--- config.mk ---
export PLATFORM = sky130hd
export DESIGN_NAME = instr_fetch_unit_flat
export DESIGN_NICKNAME = d
export VERILOG_FILES = /design/src/rtl/instr_fetch_unit_pkg.sv /design/src/rtl/instr_fetch_unit_if.sv /design/src/rtl/instr_fetch_unit_queue.sv /design/src/rtl/instr_fetch_unit.sv /design/src/flat_wrapper.sv
export SDC_FILE = /design/constraint.sdc
export NUM_CORES = 1
export LEC_CHECK = 0
export ABC_CLOCK_PERIOD_IN_PS = 17000
export CAP_MARGIN = 0
export CORE_AREA = 5 5 158 145
export DETAILED_ROUTE_END_ITERATION = 12
export DIE_AREA = 0 0 163 150
export PLACE_DENSITY = 0.55
export SYNTH_ARGS = -nofsm -noshare
export SYNTH_HDL_FRONTEND = slang
export SYNTH_SLANG_ARGS = --single-unit
--- constraint.sdc ---
create_clock -name clk -period 17 [get_ports clk]
set_input_delay 3.4 -clock clk [delete_from_list [all_inputs] [get_ports clk]]
set_output_delay 3.4 -clock clk [all_outputs]
set_load 0.02 [all_outputs]
--- src/rtl/instr_fetch_unit_pkg.sv ---
// Shared types for the instruction fetch unit.
// FETCH_MISALIGN_CHECK_EN adds a fault bit to each queue entry.
package if_pkg;

  localparam int FETCH_ADDR_W = 32;
  localparam int FETCH_DATA_W = 32;

  typedef enum logic [1:0] {
    IDLE,
    REQ,
    WAIT,
    DRAIN
  } fetch_state_e;

  typedef struct packed {
    logic [FETCH_ADDR_W-1:0] pc;
    logic [FETCH_DATA_W-1:0] instr;
`ifdef FETCH_MISALIGN_CHECK_EN
    logic                    fault;
`endif
  } fetch_entry_t;

  function automatic logic misaligned(input logic [1:0] lsb);
    return lsb != 2'b00;
  endfunction

endpackage

--- src/rtl/instr_fetch_unit_if.sv ---
// Fetch-side, memory-side and decode-side signals of the fetch unit.
// master is the fetch unit's view; slave is its surroundings.
interface instr_fetch_unit_if #(
  parameter int ADDR_W = 32,
  parameter int DATA_W = 32
);

  logic              flush;
  logic              fetch_valid;
  logic [ADDR_W-1:0] fetch_addr;
  logic              fetch_ready;
  logic              mem_req;
  logic [ADDR_W-1:0] mem_addr;
  logic              mem_gnt;
  logic              mem_rvalid;
  logic [DATA_W-1:0] mem_rdata;
  logic              instr_valid;
  logic              instr_ready;
  logic [DATA_W-1:0] instr;
  logic [ADDR_W-1:0] instr_pc;
  logic              instr_fault;

  modport master (
    input  flush, fetch_valid, fetch_addr,
    input  mem_gnt, mem_rvalid, mem_rdata,
    input  instr_ready,
    output fetch_ready, mem_req, mem_addr,
    output instr_valid, instr, instr_pc, instr_fault
  );

  modport slave (
    output flush, fetch_valid, fetch_addr,
    output mem_gnt, mem_rvalid, mem_rdata,
    output instr_ready,
    input  fetch_ready, mem_req, mem_addr,
    input  instr_valid, instr, instr_pc, instr_fault
  );

endinterface

--- src/rtl/instr_fetch_unit_queue.sv ---
// Small sync FIFO of fetched {pc, instr[, fault]} entries.
// clear empties it on the next edge and overrides push/pop.
module fetch_queue
  import if_pkg::*;
#(
  parameter type entry_t = fetch_entry_t,
  parameter int  DEPTH   = 2
) (
  input  logic   clk,
  input  logic   reset,
  input  logic   push,
  input  logic   pop,
  input  logic   clear,
  input  entry_t din,
  output entry_t head,
  output logic   full,
  output logic   empty
);

  localparam int PW = $clog2(DEPTH);
  localparam int CW = PW + 1;

  entry_t         mem [DEPTH];
  logic [PW-1:0]  wr_ptr;
  logic [PW-1:0]  rd_ptr;
  logic [CW-1:0]  count;
  logic           do_push;
  logic           do_pop;

  assign empty   = count == '0;
  assign full    = count == CW'(DEPTH);
  assign do_pop  = pop && !empty && !clear;
  assign do_push = push && !clear && (!full || do_pop);
  assign head    = mem[rd_ptr];

  // Storage, wrapping pointers and occupancy.
  always_ff @(posedge clk or posedge reset) begin
    if (reset) begin
      for (int i = 0; i < DEPTH; i++) mem[i] <= '0;
      wr_ptr <= '0;
      rd_ptr <= '0;
      count  <= '0;
    end else if (clear) begin
      wr_ptr <= '0;
      rd_ptr <= '0;
      count  <= '0;
    end else begin
      if (do_push) begin
        mem[wr_ptr] <= din;
        wr_ptr      <= wr_ptr + 1'b1;
      end
      if (do_pop) rd_ptr <= rd_ptr + 1'b1;
      if (do_push && !do_pop) count <= count + 1'b1;
      else if (!do_push && do_pop) count <= count - 1'b1;
    end
  end

endmodule

--- src/rtl/instr_fetch_unit.sv ---
// Instruction fetch unit: one outstanding memory read, queued results.
// FETCH_MISALIGN_CHECK_EN turns misaligned fetches into fault entries.
module instr_fetch_unit
  import if_pkg::*;
#(
  parameter int ADDR_W      = 32,
  parameter int DATA_W      = 32,
  parameter int QUEUE_DEPTH = 2
) (
  input  logic                clk,
  input  logic                reset,
  instr_fetch_unit_if.master  bus
);

  typedef struct packed {
    logic [ADDR_W-1:0] pc;
    logic [DATA_W-1:0] instr;
`ifdef FETCH_MISALIGN_CHECK_EN
    logic              fault;
`endif
  } entry_t;

  fetch_state_e      state;
  logic              req_q;
  logic [ADDR_W-1:0] addr_q;
  logic              ready;
  logic              hs;
  logic              mis;
  logic              rsp_push;
  logic              push;
  logic              full;
  logic              empty;
  entry_t            push_data;
  entry_t            head;

  // A slot is reserved at accept time, so the response always fits.
  assign ready = !reset && (state == IDLE) && !bus.flush && !full;
  assign hs    = bus.fetch_valid && ready;

`ifdef FETCH_MISALIGN_CHECK_EN
  assign mis = misaligned(bus.fetch_addr[1:0]);
`else
  assign mis = 1'b0;
`endif

  assign rsp_push = (state == WAIT) && bus.mem_rvalid && !bus.flush;
  assign push     = rsp_push || (hs && mis);

  // Entry to enqueue: memory response, or a fault for a bad address.
  always_comb begin
    push_data = '0;
    if (rsp_push) begin
      push_data.pc    = addr_q;
      push_data.instr = bus.mem_rdata;
    end else begin
      push_data.pc    = bus.fetch_addr;
`ifdef FETCH_MISALIGN_CHECK_EN
      push_data.fault = 1'b1;
`endif
    end
  end

  // Request FSM with registered mem_req/mem_addr.
  always_ff @(posedge clk or posedge reset) begin
    if (reset) begin
      state  <= IDLE;
      req_q  <= 1'b0;
      addr_q <= '0;
    end else begin
      unique case (state)
        IDLE: begin
          if (hs && !mis) begin
            state  <= REQ;
            req_q  <= 1'b1;
            addr_q <= bus.fetch_addr;
          end
        end
        REQ: begin
          // A grant in the flush cycle still returns data; drain it.
          if (bus.mem_gnt) begin
            req_q <= 1'b0;
            state <= bus.flush ? DRAIN : WAIT;
          end else if (bus.flush) begin
            req_q <= 1'b0;
            state <= IDLE;
          end
        end
        WAIT: begin
          if (bus.mem_rvalid) state <= IDLE;
          else if (bus.flush) state <= DRAIN;
        end
        DRAIN: begin
          if (bus.mem_rvalid) state <= IDLE;
        end
        default: state <= IDLE;
      endcase
    end
  end

  fetch_queue #(
    .entry_t (entry_t),
    .DEPTH   (QUEUE_DEPTH)
  ) u_queue (
    .clk   (clk),
    .reset (reset),
    .push  (push),
    .pop   (bus.instr_ready),
    .clear (bus.flush),
    .din   (push_data),
    .head  (head),
    .full  (full),
    .empty (empty)
  );

  assign bus.fetch_ready = ready;
  assign bus.mem_req     = req_q;
  assign bus.mem_addr    = addr_q;
  assign bus.instr_valid = !empty;
  assign bus.instr       = head.instr;
  assign bus.instr_pc    = head.pc;
`ifdef FETCH_MISALIGN_CHECK_EN
  assign bus.instr_fault = head.fault;
`else
  assign bus.instr_fault = 1'b0;
`endif

endmodule

--- src/flat_wrapper.sv ---
// flat-port wrapper written by rule: the top's interface ports become plain ports
module instr_fetch_unit_flat import if_pkg::*;
#(
  parameter int ADDR_W      = 32,
  parameter int DATA_W      = 32,
  parameter int QUEUE_DEPTH = 2
)
  (clk, reset, bus_flush, bus_fetch_valid, bus_fetch_addr, bus_mem_gnt, bus_mem_rvalid, bus_mem_rdata, bus_instr_ready, bus_fetch_ready, bus_mem_req, bus_mem_addr, bus_instr_valid, bus_instr, bus_instr_pc, bus_instr_fault);
  instr_fetch_unit_if #(.ADDR_W(ADDR_W), .DATA_W(DATA_W)) bus_i ();
  input  logic clk;
  input  logic reset;
  input wire logic [$bits(bus_i.flush)-1:0] bus_flush;
  input wire logic [$bits(bus_i.fetch_valid)-1:0] bus_fetch_valid;
  input wire logic [$bits(bus_i.fetch_addr)-1:0] bus_fetch_addr;
  input wire logic [$bits(bus_i.mem_gnt)-1:0] bus_mem_gnt;
  input wire logic [$bits(bus_i.mem_rvalid)-1:0] bus_mem_rvalid;
  input wire logic [$bits(bus_i.mem_rdata)-1:0] bus_mem_rdata;
  input wire logic [$bits(bus_i.instr_ready)-1:0] bus_instr_ready;
  output wire logic [$bits(bus_i.fetch_ready)-1:0] bus_fetch_ready;
  output wire logic [$bits(bus_i.mem_req)-1:0] bus_mem_req;
  output wire logic [$bits(bus_i.mem_addr)-1:0] bus_mem_addr;
  output wire logic [$bits(bus_i.instr_valid)-1:0] bus_instr_valid;
  output wire logic [$bits(bus_i.instr)-1:0] bus_instr;
  output wire logic [$bits(bus_i.instr_pc)-1:0] bus_instr_pc;
  output wire logic [$bits(bus_i.instr_fault)-1:0] bus_instr_fault;
  assign bus_i.flush = bus_flush;
  assign bus_i.fetch_valid = bus_fetch_valid;
  assign bus_i.fetch_addr = bus_fetch_addr;
  assign bus_i.mem_gnt = bus_mem_gnt;
  assign bus_i.mem_rvalid = bus_mem_rvalid;
  assign bus_i.mem_rdata = bus_mem_rdata;
  assign bus_i.instr_ready = bus_instr_ready;
  assign bus_fetch_ready = bus_i.fetch_ready;
  assign bus_mem_req = bus_i.mem_req;
  assign bus_mem_addr = bus_i.mem_addr;
  assign bus_instr_valid = bus_i.instr_valid;
  assign bus_instr = bus_i.instr;
  assign bus_instr_pc = bus_i.instr_pc;
  assign bus_instr_fault = bus_i.instr_fault;
  instr_fetch_unit #(.ADDR_W(ADDR_W), .DATA_W(DATA_W), .QUEUE_DEPTH(QUEUE_DEPTH)) u_core (.clk(clk), .reset(reset), .bus(bus_i));
endmodule
==> key figures <==
Outcome
  – Outcome: completed

Logic synthesis
  – Unique masters post-synth: 32
  – Ys async rst share: 100%
  – Syn avg cell area: 15.9 sq um
  – Sequential area share after synthesis: 57.7%
  – Post-synth EDFFs: 0
  – Most frequent cell after synthesis: dfrtp_1
  – Area contributors post-synth: dfrtp_1 (58%), mux2_2 (21%), mux2_1 (9.3%)
  – Yosys top cell area share: 57.7%
  – Synth warn: 0
  – Largest area contributor in the netlist: dfrtp_1
  – #FFs+latches synth: 167
  – Dominant synthesized flop cell: dfrtp_1
  – Syn nets: 526
  – Area of the mapped netlist: 0.00724 sq mm
  – Post-synth top cells: dfrtp_1 (167), mux2_2 (136), mux2_1 (60), mux2_4 (28), buf_6 (9)
  – Post-Synthesis Cells: 455

Power and ir drop
  – Total power: 1.66 mW
  – Leakage Power: 4.44 nW
  – PwrDens: 171 mW/mm^2
  – Maximum VDD drop: 78.3 uV

Clocking
  – Post-CTS setup buffer count: 0
  – CTS buffer count: 17
  – Cts repair resizes: 0
  – CTS Sinks: 167
  – CTS Buffer Depth: 2
  – # H-tree levels: 4
  – CTS Hold Buffers Added: 0
  – CTS root buf: clkbuf_16
  – Clk_lat worst skew: 0.42 ns
  – CTS tree: done
  – Clock transition at the registers of the reported paths: 0.06 ns

Critical path
  – WP depth: 4
  – Worst R2R Start: u_core.u_queue.count[1]
  – Type of the worst setup path: input pin to output port
  – CP endpoint: bus_fetch_ready
  – Max FO, Critical Path: 10
  – Reg2reg path depth: 5
  – CP Data Arrival Time: 5.34 ns
  – CP Launch Type: input pin
  – Setup slack, reg-to-reg: 13.88 ns
  – CP max stage cell: clkdlybuf4s50_1
  – Max incr delay on CP: 0.61 ns
  – Crit-path cells: clkdlybuf4s50_1, or4_1, nor2_2, clkdlybuf4s50_1
  – R2R Path End: u_core.u_queue.mem[127]
  – Most used cell, CP: clkdlybuf4s50_1
  – Endpoint class of the critical path: output port
  – CP startpoint: bus_flush
  – CP delay by family, top: buffers and inverters
  – Critical Path RT: 13.60 ns
  – CP Buf/Inv Count: 2

Layout
  – Multi-input gate area: 0.00288 sq mm
  – Diodes inserted: 0
  – Filler Cell Count: 1,886
  – FF/Latch Area: 0.00418 sq mm
  – Post-route insts no fill: 926
  – Cell area after layout: 0.00974 sq mm
  – Nets: 693
  – Final core occ: 46.0%
  – Layout cell share with drive strength beyond 1: 32.8%
  – P&R area growth vs syn: 34.5%

Floorplan
  – Initial Utilization: 34.2%
  – Die Area: 0.0245 sq mm
  – Top Ports: 171
  – Die Ht: 150 um
  – Die Width: 163 um
  – Total core area: 0.0212 sq mm
  – FP Rows: 51

Placement
  – RePlAce Congestion: 0.744
  – Dpl ws: 8.26 ns
  – DP Area: 0.00916 sq mm
  – Placed cell count: 894
  – DP HPWL: 10.4 mm
  – Port Buffers: 169

STA
  – Final setup margin: 8.26 ns
  – Final Setup Violations: 0
  – Fmax: 114 MHz
  – Least-Margin Pin Slew: 1.00 ns
  – Setup_tns: 0 ns
  – Minimum hold slack: 0.481 ns
  – Min Tclk post-route: 8.74 ns
  – Skew final: 0.00971 ns
  – Final Hold Viols: 0
  – Max Transition Viols Final: 0
  – Rel. slew slack: 33.1%
  – Post-route clock period utilization: 51.4%
  – RSZ-0062 raised after global routing: no

Drt
  – Iter 0 DRT Violations: 123
  – Vias per Instance: 4.60
  – Iteration count of the initial detailed-routing pass: 4
  – Post-DR wirelength/cell: 17.2 um
  – Post-Route WL: 15.9 mm
  – DR vias: 4,262
  – Routed Antenna Nets: 0
  – DRC Markers: 0

Hold path
  – Hold crit path type: flop to flop

GRT
  – Vias in the first global route: 4,924
  – Global-route wire length before repair: 26.2 mm
  – Largest net degree at the start of global routing: 89
  – Initial antenna violation count: 0
  – Gr ovfl total: 0
  – Total track usage: 13.6%

Flow run
  – Maxcap violations: 0
## registers in the layout (all words and copies together), names as in the netlist
| name | flops |
|---|---|
| u_core.bus.mem_addr | 32 |
| u_core.bus.mem_req | 1 |
| u_core.state | 2 |
| u_core.u_queue.count | 2 |
| u_core.u_queue.mem | 128 |
| u_core.u_queue.rd_ptr | 1 |
| u_core.u_queue.wr_ptr | 1 |
## power by group
part           internal, mW  total (mW)  switching (mW)
registers             0.531       0.621          0.0902
clock network         0.210       0.377           0.167
logic                 0.374       0.667           0.293
## final cells by class
cell class,count,area share (%)
Clock inverter,14,1.45
Multi-Input combinational cell,260,29.6
Timing Repair Buffer,173,17.7
Tap cell,291,3.74
Sequential cell,167,42.9
Clock buffer,18,4.51
Inverter,3,0.167
## cells in the final DEF, fill, tap and decap left out, types with 4 or more instances in the layout
cell type / count
clkdlybuf4s50_1: 169
dfrtp_1: 166
mux2_2: 136
mux2_1: 60
mux2_4: 28
clkbuf_16: 17
nand2_1: 6
inv_6: 5
clkinv_4: 5
nor2_1: 4
buf_4: 4
## worst min path at each step
stage                                       start                 endpoint  slack (ns)  depth (start not counted)
after floorplan           u_core.u_queue.mem[100]  u_core.u_queue.mem[100]        0.45                          1
after global placement    u_core.u_queue.mem[115]  u_core.u_queue.mem[115]        0.46                          1
after detailed placement  u_core.u_queue.mem[102]  u_core.u_queue.mem[102]        0.47                          1
after CTS                 u_core.u_queue.mem[102]  u_core.u_queue.mem[102]        0.49                          1
after global routing      u_core.u_queue.mem[102]  u_core.u_queue.mem[102]        0.50                          1
final                      u_core.u_queue.mem[97]   u_core.u_queue.mem[97]        0.48                          1
## cell families after synthesis
group,after synthesis,synth area share [%]
mux,226,36.5
flops,167,57.7
buf+inv,28,2.75
simple gates,23,1.71
compound gates,7,0.898
xor+xnor,3,0.363
other cells,1,0.0518
## routing by layer
| metal | vias to the layer above | GRT usage (%) | wire [um] |
|---|---|---|---|
| met5 | - | 0 | 0 |
| met4 | 0 | 2.60 | 98 |
| met3 | 7 | 5.70 | 1250 |
| met2 | 125 | 22.1 | 7430 |
| li1 | 1957 | - | - |
| met1 | 2173 | 17.2 | 7150 |
Power figures use the tool's default switching activity.
